--- src/rtl/execute_unit.sv ---
// Multi-cycle execute stage for an 8-bit accumulator machine with a 16-word memory.
// Handles direct and indirect memory-reference instructions plus two register ops.
module execute_unit (
  input  logic       CLK,
  input  logic       RST_N,
  input  logic       start,
  input  logic       I,
  input  logic [2:0] opcode,
  input  logic [3:0] addr,
  output logic [3:0] mem_addr,
  input  logic [7:0] mem_rdata,
  output logic [7:0] mem_wdata,
  output logic       mem_we,
  output logic [7:0] AC,
  output logic       E,
  output logic       busy,
  output logic       done,
  output logic       pc_load,
  output logic [3:0] pc_value
);

  localparam logic [2:0] OpAdd = 3'b000;
  localparam logic [2:0] OpSub = 3'b001;
  localparam logic [2:0] OpXor = 3'b010;
  localparam logic [2:0] OpShl = 3'b011;
  localparam logic [2:0] OpLda = 3'b100;
  localparam logic [2:0] OpSta = 3'b101;
  localparam logic [2:0] OpCma = 3'b110;
  localparam logic [2:0] OpBun = 3'b111;

  typedef enum logic [2:0] {
    StIdle,
    StIndA,
    StIndD,
    StOpA,
    StOpD,
    StExec
  } state_e;

  state_e     state_q, state_d;
  logic [2:0] op_q, op_d;
  logic [3:0] ea_q, ea_d;
  logic [7:0] dr_q, dr_d;
  logic [7:0] ac_q, ac_d;
  logic       e_q, e_d;
  logic [3:0] mem_addr_q, mem_addr_d;
  logic [8:0] sum;

  // Everything except SHL and CMA touches memory through the effective address.
  function automatic logic is_mem_ref(input logic [2:0] op);
    return !(op == OpShl || op == OpCma);
  endfunction

  // Only these opcodes need a data operand fetched into DR.
  function automatic logic needs_operand(input logic [2:0] op);
    return (op == OpAdd) || (op == OpSub) || (op == OpXor) || (op == OpLda);
  endfunction

  // Next-state, address sequencing and accumulator update.
  always_comb begin
    state_d    = state_q;
    op_d       = op_q;
    ea_d       = ea_q;
    dr_d       = dr_q;
    ac_d       = ac_q;
    e_d        = e_q;
    mem_addr_d = mem_addr_q;
    sum        = 9'd0;

    case (state_q)
      StIdle: begin
        if (start) begin
          op_d = opcode;
          ea_d = addr;
          if (is_mem_ref(opcode)) begin
            // Direct ops present EA now; indirect ops present the pointer address.
            mem_addr_d = addr;
          end
          if (is_mem_ref(opcode) && I) begin
            state_d = StIndA;
          end else if (needs_operand(opcode)) begin
            state_d = StOpA;
          end else begin
            state_d = StExec;
          end
        end
      end
      StIndA: begin
        state_d = StIndD;
      end
      StIndD: begin
        // Pointer word arrives now; it becomes EA and the next presented address.
        ea_d       = mem_rdata[3:0];
        mem_addr_d = mem_rdata[3:0];
        state_d    = needs_operand(op_q) ? StOpA : StExec;
      end
      StOpA: begin
        state_d = StOpD;
      end
      StOpD: begin
        dr_d    = mem_rdata;
        state_d = StExec;
      end
      StExec: begin
        state_d = StIdle;
        case (op_q)
          OpAdd: begin
            sum  = {1'b0, ac_q} + {1'b0, dr_q};
            ac_d = sum[7:0];
            e_d  = sum[8];
          end
          OpSub: begin
            ac_d = ac_q - dr_q;
            e_d  = (ac_q >= dr_q);
          end
          OpXor: ac_d = ac_q ^ dr_q;
          OpShl: begin
            sum  = {1'b0, ac_q} + {1'b0, ac_q};
            ac_d = sum[7:0];
            e_d  = sum[8];
          end
          OpLda: ac_d = dr_q;
          OpCma: ac_d = ~ac_q;
          default: begin
            // STA and BUN leave AC and E alone.
          end
        endcase
      end
      default: begin
        state_d = StIdle;
      end
    endcase
  end

  // State and datapath registers; reset abandons any operation in flight.
  always_ff @(posedge CLK or negedge RST_N) begin
    if (!RST_N) begin
      state_q    <= StIdle;
      op_q       <= 3'd0;
      ea_q       <= 4'd0;
      dr_q       <= 8'd0;
      ac_q       <= 8'd0;
      e_q        <= 1'b0;
      mem_addr_q <= 4'd0;
    end else begin
      state_q    <= state_d;
      op_q       <= op_d;
      ea_q       <= ea_d;
      dr_q       <= dr_d;
      ac_q       <= ac_d;
      e_q        <= e_d;
      mem_addr_q <= mem_addr_d;
    end
  end

  // Outputs decoded from the current state; all zero while idle or in reset.
  always_comb begin
    busy      = (state_q != StIdle);
    done      = (state_q == StExec);
    mem_we    = done && (op_q == OpSta);
    mem_wdata = mem_we ? ac_q : 8'd0;
    pc_load   = done && (op_q == OpBun);
    pc_value  = pc_load ? ea_q : 4'd0;
    mem_addr  = mem_addr_q;
    AC        = ac_q;
    E         = e_q;
  end

endmodule

--- config.mk ---
export PLATFORM = sky130hd
export DESIGN_NAME = execute_unit
export DESIGN_NICKNAME = d
export VERILOG_FILES = /design/src/rtl/execute_unit.sv
export SDC_FILE = /design/constraint.sdc
export NUM_CORES = 1
export LEC_CHECK = 0
export CORE_MARGIN = 2
export CORE_UTILIZATION = 58
export CTS_CLUSTER_SIZE = 14
export DETAILED_ROUTE_END_ITERATION = 7
export DONT_BUFFER_PORTS = 1
export PLACE_DENSITY = 0.76
export SYNTH_ARGS = -nofsm -noshare
export SYNTH_HDL_FRONTEND = slang
export SYNTH_SLANG_ARGS = --single-unit
export TNS_END_PERCENT = 50
--- constraint.sdc ---
create_clock -name CLK -period 2 [get_ports CLK]
set_input_delay 0.1 -clock CLK [delete_from_list [all_inputs] [get_ports CLK]]
set_output_delay 0.1 -clock CLK [all_outputs]
set_load 0.01 [all_outputs]
==> flow_metrics.py <==
metrics = {
    "run_status": {
        "status": "complete, no violations",
    },
    "yosys": {
        "synth-edff-count": 0,
        "synth_area_mm2": 0.00260,
        "synth_warnings": 0,
        "synth_area_per_cell_um2": 8.22,
        "syn_inst": 316,
        "synth_top_area_frac": 0.299,
        "synth.distinct_cells": 58,
        "synthFlopType": "dfrtp_1",
        "synth_area_leaders": "dfrtp_1, ha_1, o21ai_0",
        "ys_async_sr_fraction": 1.00,
        "yosysSeqAreaShare": 0.299,
        "synthesis.nets": 353,
        "yosysTopAreaCell": "dfrtp_1",
        "ys_ff_latch": 31,
    },
    "worst_setup_path": {
        "cp-end-kind": "flop",
        "cpPeakStageDelay_ps": 410,
        "start_kind": "flop",
        "worst-path-buf-inv": 1,
        "cp_slowest_cell": "dfrtp_1",
        "worstPathRequired_ps": 2230,
        "crit_type": "flop to flop",
        "cp.arrival_ps": 2210,
        "cp_cell_sequence": "inv_2 -> ha_4 -> fa_2 -> nor2b_4 -> o31a_1 -> or4_1 -> a21oi_1 -> o221a_2",
        "cpLargestDelayFamily": "compound AO/OA/AOI/OAI gates",
        "crit_path_max_fanout": 3,
    },
    "timing": {
        "min_period_ps": 1980,
        "tightest_slew_ps": 495,
        "setup_viol": 0,
        "relSlewSlack": 0.670,
        "drv_slew": 0,
        "whs_ps": 31.2,
        "tns_ps": 0,
        "fmax_ghz": 0.504,
        "hold_viol": 0,
        "timing.final.crit_share": 0.992,
        "fin_ws_ps": 16.4,
        "finClkSkew_ps": 3.72,
        "grt_setup_unrepaired": "yes",
    },
    "route": {
        "initialDrtViolationCount": 204,
        "highest_layer": "met4",
        "wl_met1_um": 3370,
        "dr_wl_met3_um": 483,
        "wl_met2_um": 3820,
        "drt_wl_total_um": 7830,
        "post_drt_wl_per_cell_um": 18.5,
        "drtAntennaViolNets": 0,
        "drc": 0,
        "routed_via_density": 6.34,
        "first_pass_iters": 4,
        "vias": 2675,
    },
    "clock_tree": {
        "cts_made_buffers": 5,
        "clock_latency_ps": 280,
        "htree_num_levels": 2,
        "clockBufferDepth": 2,
        "tritoncts": "done",
        "cts.sink_count": 31,
        "root_buffer": "clkbuf_8",
        "clkTransAtPathRegs_ps": 70,
    },
    "global_routing": {
        "grt_max_degree": 32,
        "grt_antenna_before_repair": 0,
        "track_usage": 0.320,
        "grt_pass1_wl_um": 12600,
        "grt_pass1_vias": 2544,
        "grt_overflow": 0,
    },
    "pwr": {
        "pwr-share-seq": 0.195,
        "p_per_area_mw_per_mm2": 1980,
        "p_comb_frac": 0.726,
        "internal_power_mw": 3.35,
        "power_mw": 6.49,
        "ir_drop_v": 0.000921,
        "switching_share": 0.483,
        "p_clk_frac": 0.079,
        "leakagePower_nw": 1.40,
        "power_switching_mw": 3.14,
    },
    "floorplan": {
        "fp.dieW_um": 70.9,
        "fp.dieH_um": 70.9,
        "io_pins": 48,
        "die-area_mm2": 0.00503,
        "row_count": 24,
        "initial_core_util": 0.601,
        "core_area_mm2": 0.00432,
    },
    "final_layout": {
        "final_common_cell": "buf_4",
        "fin_util": 0.757,
        "drive_gt1_frac": 0.249,
        "areaGrowthSynthToFinish_pct": 26.0,
        "insertedDiodeCount": 0,
        "mostFrequentLayoutCells": "buf_4, o21ai_0, nand2_1",
        "final_nets": 407,
    },
    "placed_design": {
        "dp_worst_setup_slack_ps": -49.9,
        "gp_congestion": 0.986,
        "place_hpwl_um": 5570,
        "port_buffers": 0,
    },
    "flow_run": {
        "cap_violations": 0,
    },
    "min_path": {
        "hold_path_class": "input port to flop",
    },
}
==> repair_timing <==
action,CTS,global route
resized for setup,6,12
endpoints found under the setup margin,3,5
endpoints found under the hold margin,46,0
gates cloned,0,0
pin swaps,2,5
hold buffers,13,0
buffers inserted,2,3
==> synth_stat cells (5+ instances only) <==
| cell | number |
|---|---|
| clkbuf_1 | 5 |
| nor3_1 | 7 |
| a211oi_1 | 5 |
| buf_2 | 10 |
| o21ai_0 | 36 |
| nand2_1 | 33 |
| and2_1 | 10 |
| mux2i_1 | 9 |
| ha_1 | 16 |
| a31oi_1 | 8 |
| a21oi_1 | 20 |
| nor2_1 | 17 |
| inv_1 | 19 |
| nand3_1 | 5 |
| dfrtp_1 | 31 |
| nor2b_1 | 7 |
==> state kept, by name, indices dropped and copies added (netlist names) <==
| register | cells |
|---|---|
| dr_q | 8 |
| ea_q | 4 |
| op_q | 3 |
| mem_addr | 4 |
| state_q | 3 |
| E | 1 |
| AC | 8 |
==> worst paths after layout <==
path                              from          end  slack [ps]  cells after the start
min in group asynchronous        RST_N      dr_q[5]         280                      2
max in group asynchronous        RST_N      dr_q[1]        1540                      2
hold reg to reg            mem_addr[3]  mem_addr[3]         560                      2
hold / removal                 addr[3]  mem_addr[3]          30                      2
setup reg to reg                 AC[0]        AC[6]          20                      8
setup / recovery                 AC[0]        AC[6]          20                      8
==> kinds of logic after synthesis <==
| kind of cell | count (synthesis) | share of synthesized area |
|---|---|---|
| buffers and inverters | 39 | 0.0655 |
| adder cells (fa/ha/maj) | 19 | 0.0963 |
| flip-flops | 31 | 0.299 |
| multiplexers | 12 | 0.0477 |
| AND/OR/NAND/NOR | 103 | 0.212 |
| AO/OA/AOI/OAI | 107 | 0.263 |
| XOR/XNOR | 5 | 0.0169 |
==> through the flow <==
step / instance area, um2 / cells
detailed placement: 2940 / 397
global placement: 2940 / 397
CTS: 3210 / 419
finish: 3270 / 422
global route: 3270 / 422
floorplan: 2610 / 316
==> routing by layer <==
metal,global-route usage,vias to the layer above
met3,0.0541,18
met5,0,-
met4,0.0818,0
met1,0.434,1286
met2,0.534,120
li1,-,1251
==> worst reg2reg max path: stages (launching register included) <==
cell,delay (ps)
dfrtp_1,410
inv_2,90
ha_4,140
fa_2,220
nor2b_4,50
o31a_1,270
or4_1,410
a21oi_1,150
o221a_2,200
==> power groups by stage <==
| stage | registers, mW | clock network (mW) | logic (mW) |
|---|---|---|---|
| after floorplan | 1.26 | 0 | 2.88 |
| after global placement | 1.23 | 0 | 4.20 |
| after detailed placement | 1.25 | 0 | 4.25 |
| after CTS | 1.25 | 0.521 | 4.40 |
| after global routing | 1.30 | 0.543 | 5.14 |
| final | 1.26 | 0.515 | 4.71 |
==> area by class of cell <==
class | instances | area, um2
clock inverter | 1 | 5.00
tap | 52 | 65.1
clock buffer | 6 | 82.6
inverter | 21 | 78.8
timing repair buffer | 65 | 531
sequential | 31 | 777
fill | 323 | 1050
multi-input combinational | 246 | 1730
No activity file was read; power rests on OpenSTA's default activity.
